### src/rtl/muldiv_unit_if.sv
// Handshake and operand/result bundle between the control unit and muldiv_unit.
// master drives the request side; slave is the multiply/divide unit.
interface muldiv_unit_if;
  logic        start;
  logic [1:0]  op;
  logic [31:0] A;
  logic [31:0] B;
  logic [31:0] result;
  logic        busy;
  logic        done;

  modport master (
    output start, op, A, B,
    input  result, busy, done
  );

  modport slave (
    input  start, op, A, B,
    output result, busy, done
  );
endinterface

### src/rtl/muldiv_unit.sv
// Iterative 32-bit unsigned MUL/MULHU/DIVU/REMU unit: radix-2 shift-add or restoring divide.
// Define MULDIV_DIV_EN to build the divider; otherwise ops 10/11 return 0 via the fast path.
module muldiv_unit (
  input  logic         clk,
  input  logic         rst,
  muldiv_unit_if.slave bus
);

  typedef enum logic [1:0] {StIdle, StRun, StDone} state_e;

  state_e      state_q, state_d;
  logic [1:0]  op_q, op_d;
  logic [31:0] opnd_q, opnd_d;      // multiplicand for MUL*, divisor for DIV*
  logic [63:0] prod_q, prod_d;      // product; low half doubles as dividend/quotient
  logic [4:0]  count_q, count_d;
  logic [31:0] result_q, result_d;
  logic        busy_q, busy_d;
  logic        done_q, done_d;

  logic [32:0] mul_sum;
  logic [63:0] mul_prod;
  logic        fast;
  logic [31:0] fast_res;
  logic [31:0] run_res;

  assign mul_sum  = {1'b0, prod_q[63:32]} + (prod_q[0] ? {1'b0, opnd_q} : 33'd0);
  assign mul_prod = {mul_sum, prod_q[31:1]};

`ifdef MULDIV_DIV_EN
  logic [32:0] rem_q, rem_d;
  logic [32:0] div_shift;
  logic [33:0] div_diff;
  logic        div_ge;
  logic [32:0] div_rem;
  logic [31:0] div_quo;

  assign div_shift = {rem_q[31:0], prod_q[31]};
  assign div_diff  = {1'b0, div_shift} - {2'b00, opnd_q};
  assign div_ge    = ~div_diff[33];
  assign div_rem   = div_ge ? div_diff[32:0] : div_shift;
  assign div_quo   = {prod_q[30:0], div_ge};

  assign fast     = bus.op[1] && (bus.B == 32'd0);
  assign fast_res = bus.op[0] ? bus.A : 32'hFFFF_FFFF;

  always_comb begin
    unique case (op_q)
      2'b00:   run_res = mul_prod[31:0];
      2'b01:   run_res = mul_prod[63:32];
      2'b10:   run_res = div_quo;
      default: run_res = div_rem[31:0];
    endcase
  end
`else
  assign fast     = bus.op[1];
  assign fast_res = 32'd0;

  always_comb begin
    unique case (op_q)
      2'b00:   run_res = mul_prod[31:0];
      2'b01:   run_res = mul_prod[63:32];
      default: run_res = 32'd0;
    endcase
  end
`endif

  always_comb begin
    state_d  = state_q;
    op_d     = op_q;
    opnd_d   = opnd_q;
    prod_d   = prod_q;
    count_d  = count_q;
    result_d = result_q;
`ifdef MULDIV_DIV_EN
    rem_d    = rem_q;
`endif

    unique case (state_q)
      StIdle: begin
        if (bus.start) begin
          op_d   = bus.op;
          opnd_d = bus.op[1] ? bus.B : bus.A;
          prod_d = {32'd0, bus.op[1] ? bus.A : bus.B};
`ifdef MULDIV_DIV_EN
          rem_d  = 33'd0;
`endif
          if (fast) begin
            state_d  = StDone;
            result_d = fast_res;
          end else begin
            state_d = StRun;
            count_d = 5'd31;
          end
        end
      end
      StRun: begin
        prod_d = mul_prod;
`ifdef MULDIV_DIV_EN
        if (op_q[1]) begin
          prod_d = {32'd0, div_quo};
          rem_d  = div_rem;
        end
`endif
        if (count_q == 5'd0) begin
          state_d  = StDone;
          result_d = run_res;
        end else begin
          count_d = count_q - 5'd1;
        end
      end
      StDone:  state_d = StIdle;
      default: state_d = StIdle;
    endcase

    busy_d = (state_d != StIdle);
    done_d = (state_d == StDone);
  end

  always_ff @(posedge clk or posedge rst) begin
    if (rst) begin
      state_q  <= StIdle;
      op_q     <= 2'd0;
      opnd_q   <= 32'd0;
      prod_q   <= 64'd0;
      count_q  <= 5'd0;
      result_q <= 32'd0;
      busy_q   <= 1'b0;
      done_q   <= 1'b0;
`ifdef MULDIV_DIV_EN
      rem_q    <= 33'd0;
`endif
    end else begin
      state_q  <= state_d;
      op_q     <= op_d;
      opnd_q   <= opnd_d;
      prod_q   <= prod_d;
      count_q  <= count_d;
      result_q <= result_d;
      busy_q   <= busy_d;
      done_q   <= done_d;
`ifdef MULDIV_DIV_EN
      rem_q    <= rem_d;
`endif
    end
  end

  assign bus.result = result_q;
  assign bus.busy   = busy_q;
  assign bus.done   = done_q;

endmodule

### src/flat_wrapper.sv
// flat-port wrapper written by rule: the top's interface ports become plain ports
module muldiv_unit_flat 
  (clk, rst, bus_start, bus_op, bus_A, bus_B, bus_result, bus_busy, bus_done);
  muldiv_unit_if bus_i ();
  input  logic clk;
  input  logic rst;
  input wire logic [$bits(bus_i.start)-1:0] bus_start;
  input wire logic [$bits(bus_i.op)-1:0] bus_op;
  input wire logic [$bits(bus_i.A)-1:0] bus_A;
  input wire logic [$bits(bus_i.B)-1:0] bus_B;
  output wire logic [$bits(bus_i.result)-1:0] bus_result;
  output wire logic [$bits(bus_i.busy)-1:0] bus_busy;
  output wire logic [$bits(bus_i.done)-1:0] bus_done;
  assign bus_i.start = bus_start;
  assign bus_i.op = bus_op;
  assign bus_i.A = bus_A;
  assign bus_i.B = bus_B;
  assign bus_result = bus_i.result;
  assign bus_busy = bus_i.busy;
  assign bus_done = bus_i.done;
  muldiv_unit u_core (.clk(clk), .rst(rst), .bus(bus_i));
endmodule
### config.mk
export PLATFORM = sky130hd
export DESIGN_NAME = muldiv_unit_flat
export DESIGN_NICKNAME = d
export VERILOG_FILES = /design/src/rtl/muldiv_unit_if.sv /design/src/rtl/muldiv_unit.sv /design/src/flat_wrapper.sv
export SDC_FILE = /design/constraint.sdc
export NUM_CORES = 1
export LEC_CHECK = 0
export ABC_AREA = 1
export CAP_MARGIN = 20
export CORE_UTILIZATION = 52
export CTS_CLUSTER_SIZE = 8
export DETAILED_ROUTE_END_ITERATION = 7
export GPL_TIMING_DRIVEN = 0
export PLACE_DENSITY_LB_ADDON = 0.08
export REMOVE_ABC_BUFFERS = 1
export SETUP_SLACK_MARGIN = 0.2
export SYNTH_ARGS = -nofsm -noshare
export SYNTH_HDL_FRONTEND = slang
export SYNTH_SLANG_ARGS = --single-unit
### constraint.sdc
create_clock -name clk -period 4.1 [get_ports clk]
set_input_delay 0.41 -clock clk [delete_from_list [all_inputs] [get_ports clk]]
set_output_delay 0.41 -clock clk [all_outputs]
set_load 0.005 [all_outputs]
==> results.tsv, run 1 <==
stage	metric	value	unit
final_layout	layout cells sized above 1	5.036	%
clocking	Clock transition at path regs	0.07	ns
clocking	Skew-Pair Late Insertion Delay	0.44	ns
min_path	worst hold path class	in2async	
detailed_routing	Vias/cell	5.358	
floorplanning	starting density of the core	53.45	%
final_layout	area of the multi-input gates	4464	um2
clocking	cts bufs inserted	17	
critical_path	Critical Path RT	4.42	ns
sta	crit share post-route	81.50	%
critical_path	CP Launch Type	flop	
final_layout	Reg area	3478	um2
critical_path	R2R depth	18	
detailed_routing	Iteration-0 DRC Markers	790	
synthesis	syn avg cell area	6.869	um2
clocking	H-tree depth	4	
synthesis	sequential share of the synthesized area	39.11	%
power_and_ir_drop	Clk network pwr share	22.9	%
clocking	Clock Path Buffers	2	
synthesis	Post-Syn Instances	1295	
placed_design	Port Buf Inserts	102	
run_status	status	completed	
critical_path	Crit-path slowest cell	dfrtp_1	
placed_design	gpl congestion	0.9158	
critical_path	crit path DAT	3.66	ns
final_layout	Layout fillers	1520	
job	max-cap viol count	0	
sta	Hold Slack	0.4676	ns
final_layout	Area Overhead vs Synth	20.65	%
placed_design	Setup WS pre-CTS	0.6695	ns
clocking	post-cts sizing count	0	
clocking	post-CTS repair timing setup buffer count	0	
sta	Slew @ Worst Pin	1.017	ns
clocking	hold_buf cts	0	
floorplanning	Die Y	132.8	um
sta	setup ws final	0.7586	ns
sta	Slew Limit Fails	0	
detailed_routing	Vias	8627	
critical_path	crit path kind	reg2reg	
critical_path	reg2reg end	u_core.bus.result[19]$_DFFE_PP0P_	
power_and_ir_drop	Internal	4.001	mW
detailed_routing	Final ANT Viol Nets	0	
floorplanning	Ports	103	
sta	final number of setup-violating endpoints	0	
synthesis	number of synthesized register bits	139	
power_and_ir_drop	Flop pwr share	30.9	%
floorplanning	DIE AREA	17630	um2
critical_path	worst-path cell chain	buf_16 -> nand2_1 -> inv_1 -> ha_1 -> inv_1 -> fa_1 -> inv_1 -> nand3_1 -> nand3_1 -> nand3_1 -> nand3_1 -> nand2_1 -> nand2_1 -> nand2_1 -> nand3_1 -> nand2_1 -> nand2_1 -> nand2_1	
global_route	largest net degree at the start of global routing	76	
final_layout	diodes inserted	0	
clocking	clock sink total	139	
clocking	clk root buf	clkbuf_16	
power_and_ir_drop	sw power	3.182	mW
sta	Final Hold Viols	0	
power_and_ir_drop	combinational share of power	46.3	%
floorplanning	# rows	47	
detailed_routing	# DRC	0	
power_and_ir_drop	Leak	5.822	nW
critical_path	RR Startpoint	u_core.prod_q[0]$_DFFE_PP0P_	
critical_path	setup slack, reg-to-reg	0.76	ns
placed_design	dpl cells	1578	
sta	RSZ-0062 raised after global routing	false	
global_route	vias in the first global route	8174	
placed_design	DP HPWL	19670	um
global_route	GRT Total Usage	32.55	%
final_layout	leading cell types in the layout, fill and taps excluded	540 x nand2_1, 187 x inv_1, 139 x dfrtp_1, 102 x clkdlybuf4s50_1, 95 x nand3_1	
synthesis	Cell Area, Synth	8895	um2
sta	Setup Skew	0.01307	ns
sta	slew margin rel.	32.14	%
power_and_ir_drop	VDD IR max	548.0	uV
critical_path	crit-path max cell delay	0.80	ns
floorplanning	Horiz. Die Dim	132.8	um
final_layout	final cell count without fillers	1610	
power_and_ir_drop	Sw Ratio	44.30	%
global_route	total grt overflow	0	
floorplanning	CORE AREA	16640	um2
synthesis	Netlist cell types	44	
power_and_ir_drop	Cell Pwr Density	669.4	nW/um2
final_layout	most common cell after layout, fill and taps aside	nand2_1	
detailed_routing	Avg WL per Cell	17.01	um
final_layout	nets	1480	
detailed_routing	DRT Wirelength	27380	um
synthesis	Yosys warning total	0	
global_route	initial antenna violation count	0	
critical_path	crit path max fanout	19	
clocking	CTS tree	built	
detailed_routing	Pre-antenna DRT Iters	5	
global_route	first-pass GRT wire length	43900	um
sta	post-layout min period	3.341	ns
sta	FMAX	0.2993	GHz
critical_path	CP endpoint kind	flop	
critical_path	most frequent CP cell	nand2_1	
## worst max-delay path by stage
| stage | to | slack [ns] | start |
|---|---|---|---|
| 2_1_floorplan | u_core.bus.busy$_DFF_PP0_ | -0.03 | rst |
| 3_3_place_gp | u_core.bus.result[4]$_DFFE_PP0P_ | -2.59 | bus_start |
| 3_5_place_dp | u_core.bus.result[2]$_DFFE_PP0P_ | 0.67 | bus_start |
| 4_1_cts | u_core.bus.result[19]$_DFFE_PP0P_ | 0.82 | u_core.prod_q[0]$_DFFE_PP0P_ |
| 5_1_grt | u_core.bus.result[19]$_DFFE_PP0P_ | 0.57 | u_core.prod_q[0]$_DFFE_PP0P_ |
| 6_report | u_core.bus.result[19]$_DFFE_PP0P_ | 0.76 | u_core.prod_q[0]$_DFFE_PP0P_ |
## synth_stat cells, drive strengths merged
cell type,instances,area share [%]
xnor2,9,0.89
o21bai,2,0.17
a22o,5,0.49
nand4,3,0.21
nor4,1,0.14
o21ai,28,1.6
nor2,75,3.9
xor2,1,0.098
o211ai,12,1.1
ha,33,4.6
o221ai,8,0.79
fa,1,0.23
a22oi,28,2.4
or2,5,0.35
and2,2,0.14
dfrtp,139,39
a21o,1,0.084
nand2,551,24
inv,194,8.2
nand3,95,5.3
a221oi,2,0.20
nor3,5,0.28
a21oi,22,1.2
buf,30,2.0
clkbuf,15,0.63
o311ai,4,0.39
nand3b,5,0.42
o2111ai,1,0.098
o22ai,18,1.3
## state kept, by name, indices dropped and copies added, names as in the netlist
name	cells
u_core.state_q	2
u_core.bus.result	32
u_core.bus.busy	1
u_core.count_q	5
u_core.bus.done	1
u_core.opnd_q	32
u_core.op_q	2
u_core.prod_q	64
## cell families (layout without fill, tap and decap cells)
kind of cell | after synthesis | count (layout) | share of synthesized area [%]
buffers and inverters | 239 | 334 | 10.85
xor gates and xnor gates | 10 | 10 | 0.9847
DFF | 139 | 139 | 39.11
and+or+nand+nor | 742 | 742 | 34.42
AOI/OAI and AO/OA | 131 | 131 | 9.776
adders and majority gates | 34 | 34 | 4.867
## critical path: cells and delay by family (launching register included)
family                   cells  cell delay (ns)
AND/OR/NAND/NOR             12             1.32
buffers and inverters        4             0.49
flip-flops                   1             0.80
adder cells (fa/ha/maj)      2             0.61
## cell type report
cell class              instances  area share (%)
clock buffers                  18           3.999
clock inverters                14           1.702
inverters                     194           6.856
multi-input cells             917           41.60
flip-flops and latches        139           32.41
well taps                     220           2.565
repair buffers                108           10.87
## layer usage
layer	GRT usage (%)	routed length [um]	vias to the layer above
li1	-	-	4235
met1	50.27	13770	4025
met2	45.70	11260	332
met3	5.824	1844	35
met4	10.09	504	0
met5	0	0	-
## power groups by stage
stage	combinational (mW)	clock (mW)	sequential [mW]
2_1_floorplan	2.21	0	2.12
3_3_place_gp	3.08	0	2.24
3_5_place_dp	3.27	0	2.22
4_1_cts	3.29	1.65	2.21
5_1_grt	3.71	1.70	2.26
6_report	3.32	1.64	2.22
## per-stage QoR
step                      cell area [um2]  power [mW]  util, %  TNS (ns)
after floorplan                      8661       4.336        -    -4.798
after global placement               9957       5.321    59.83   -453.52
after detailed placement            10120       5.486    60.81         0
after CTS                           10730       7.152    64.48         0
after global routing                10730       7.680    64.48         0
final                               10730       7.183    64.48         0
(Power assumes the default switching activity.)
==> inputs of run 2 (changes only) <==
--- a/config.mk
+++ b/config.mk
@@ -7,7 +7,7 @@
 export LEC_CHECK = 0
 export ABC_AREA = 1
 export CAP_MARGIN = 20
-export CORE_UTILIZATION = 52
+export CORE_UTILIZATION = 57
 export CTS_CLUSTER_SIZE = 8
 export DETAILED_ROUTE_END_ITERATION = 7
 export GPL_TIMING_DRIVEN = 0
==> constraint.sdc (replaced) <==
create_clock -name clk -period 3.3 [get_ports clk]
set_input_delay 0.33 -clock clk [delete_from_list [all_inputs] [get_ports clk]]
set_output_delay 0.33 -clock clk [all_outputs]
set_load 0.005 [all_outputs]
==> run 2 against run 1 <==
Wire length decreased by 1.0%. Clock skew is 0.0055 ns lower. Utilization is 6.2 points higher. Clock-buffer cell count up 2. Fmax is 13% higher. Critical path type unchanged. Largest cell class unchanged. Highest routed layer unchanged.
==> results.tsv, run 2 (synthesized netlist as in run 1, its figures left out) <==
stage	metric	value	unit
final_layout	Largest register FFs	64	
final_layout	leading cell types in the layout, fill and taps excluded	540 x nand2_1, 187 x inv_1, 138 x dfrtp_1, 102 x clkdlybuf4s50_1, 95 x nand3_1	
sta	final number of setup-violating endpoints	0	
detailed_routing	Vias/cell	5.613	
sta	post-layout min period	2.956	ns
detailed_routing	Iteration-0 DRC Markers	879	
critical_path	crit path DAT	3.23	ns
sta	Setup Skew	0.007525	ns
clocking	CTS tree	built	
sta	FMAX	0.3382	GHz
final_layout	Top reg by flops	u_core.prod_q	
placed_design	gpl congestion	0.9561	
power_and_ir_drop	Cell Pwr Density	839.5	nW/um2
detailed_routing	DRT Wirelength	27090	um
critical_path	Critical Path RT	3.57	ns
clocking	Skew-Pair Late Insertion Delay	0.43	ns
final_layout	nets	1482	
floorplanning	Horiz. Die Dim	126.9	um
final_layout	Layout fillers	1289	
critical_path	Crit-path slowest cell	dfrtp_1	
final_layout	diodes inserted	0	
placed_design	placed cell area	10100	um2
clocking	H-tree depth	4	
floorplanning	starting density of the core	58.51	%
detailed_routing	Max Used Layer	met4	
placed_design	dpl cells	1546	
final_layout	most common cell after layout, fill and taps aside	nand2_1	
clocking	cts bufs inserted	17	
sta	Slew Limit Fails	0	
sta	Final Hold Viols	0	
critical_path	CP Launch Type	flop	
run_status	status	completed	
global_route	vias in the first global route	8381	
placed_design	Port Buf Inserts	102	
final_layout	Core Util, Final	70.65	%
detailed_routing	Vias	8869	
clocking	Clock Path Buffers	2	
detailed_routing	met3 routed WL	2545	um
critical_path	setup slack, reg-to-reg	0.34	ns
global_route	first-pass GRT wire length	43590	um
clocking	hold_buf cts	0	
power_and_ir_drop	Leak	5.845	nW
floorplanning	# rows	45	
critical_path	CP endpoint kind	flop	
detailed_routing	Avg WL per Cell	17.15	um
sta	Slew @ Worst Pin	1.088	ns
detailed_routing	Final ANT Viol Nets	0	
global_route	GRT Total Usage	35.51	%
critical_path	crit-path max cell delay	0.43	ns
clocking	clock sink total	139	
min_path	worst hold path class	in2async	
final_layout	final cell count without fillers	1580	
job	max-cap viol count	0	
final_layout	Area Overhead vs Synth	20.75	%
power_and_ir_drop	Design Power	9.017	mW
global_route	initial antenna violation count	0	
sta	Hold Slack	0.3172	ns
detailed_routing	Pre-antenna DRT Iters	7	
sta	slew margin rel.	27.37	%
detailed_routing	Metal-1 WL	12660	um
floorplanning	DIE AREA	16110	um2
critical_path	crit path max fanout	32	
final_layout	Final Cell Area	10740	um2
power_and_ir_drop	VDD IR max	869.9	uV
clocking	clk root buf	clkbuf_16	
detailed_routing	# DRC	0	
global_route	total grt overflow	0	
critical_path	worst-path cell chain	nor2_1 -> nand2_1 -> buf_16 -> nor2_4 -> inv_2 -> nand2_4 -> inv_2 -> nand2_1 -> o311ai_0	
critical_path	crit path kind	reg2reg	
sta	crit share post-route	89.59	%
sta	RSZ-0062 raised after global routing	false	
placed_design	DP HPWL	19370	um
floorplanning	CORE AREA	15200	um2
final_layout	layout cells sized above 1	5.101	%
detailed_routing	met2 wire len	11480	um
floorplanning	Ports	103	
floorplanning	Die Y	126.9	um
clocking	Clock transition at path regs	0.06	ns
global_route	largest net degree at the start of global routing	87	
-- run 2: path summary, 6_finish.rpt --
path / start / end / cells past startpoint
min in group clk: bus_B[23] / u_core.opnd_q[23]$_DFFE_PP0P_ / 3
setup reg to reg: u_core.state_q[1]$_DFF_PP0_ / u_core.bus.result[0]$_DFFE_PP0P_ / 9
max in group asynchronous: rst / u_core.prod_q[0]$_DFFE_PP0P_ / 3
setup / recovery: u_core.state_q[1]$_DFF_PP0_ / u_core.bus.result[0]$_DFFE_PP0P_ / 9
hold / removal: rst / u_core.count_q[1]$_DFFE_PP0P_ / 2
hold reg to reg: u_core.bus.result[26]$_DFFE_PP0P_ / u_core.bus.result[26]$_DFFE_PP0P_ / 2
-- run 2: layout make-up --
class	count	area, um2	share of cell area (%)
Timing Repair Buffer	109	1194	11.11
Sequential cell	139	3482	32.42
Tap cell	188	235.2	2.190
Clock buffer	20	436.7	4.066
Inverter	194	735.7	6.850
Multi-Input combinational cell	918	4471	41.62
Clock inverter	12	186.4	1.736
-- run 2: critical path, delay by kind of cell, from the launching register on --
kind            cells  cell delay [ns]
flops               1             0.43
buf+inv             3             0.94
compound gates      1             0.17
simple gates        5             1.23
-- run 2: stage by stage --
stage	setup slack (ns)	TNS, ns
after floorplan	-0.7545	-117.92
after global placement	-3.172	-595.20
after detailed placement	-0.009556	-0.02617
after CTS	0.2144	0
after global routing	0.2193	0
final	0.3435	0
-- run 2: what timing repair did --
item / CTS / global route
buffers inserted: 0 / 1
gates cloned: 0 / 1
pin swaps: 0 / 1
gates resized for setup: 1 / 1
setup endpoints to repair: 5 / 32
-- run 2: power breakdown --
| part | internal [mW] | switching (mW) | leakage [nW] |
|---|---|---|---|
| registers | 2.32 | 0.416 | 1.76 |
| logic | 1.47 | 2.73 | 3.78 |
| clock network | 1.28 | 0.798 | 0.304 |
| total | 5.07 | 3.94 | 5.84 |
-- run 2: layer usage --
| metal | vias up | global-route usage (%) |
|---|---|---|
| li1 | 4245 | - |
| met1 | 4163 | 51.98 |
| met2 | 423 | 52.55 |
| met3 | 38 | 8.477 |
| met4 | 0 | 9.594 |
| met5 | - | 0 |
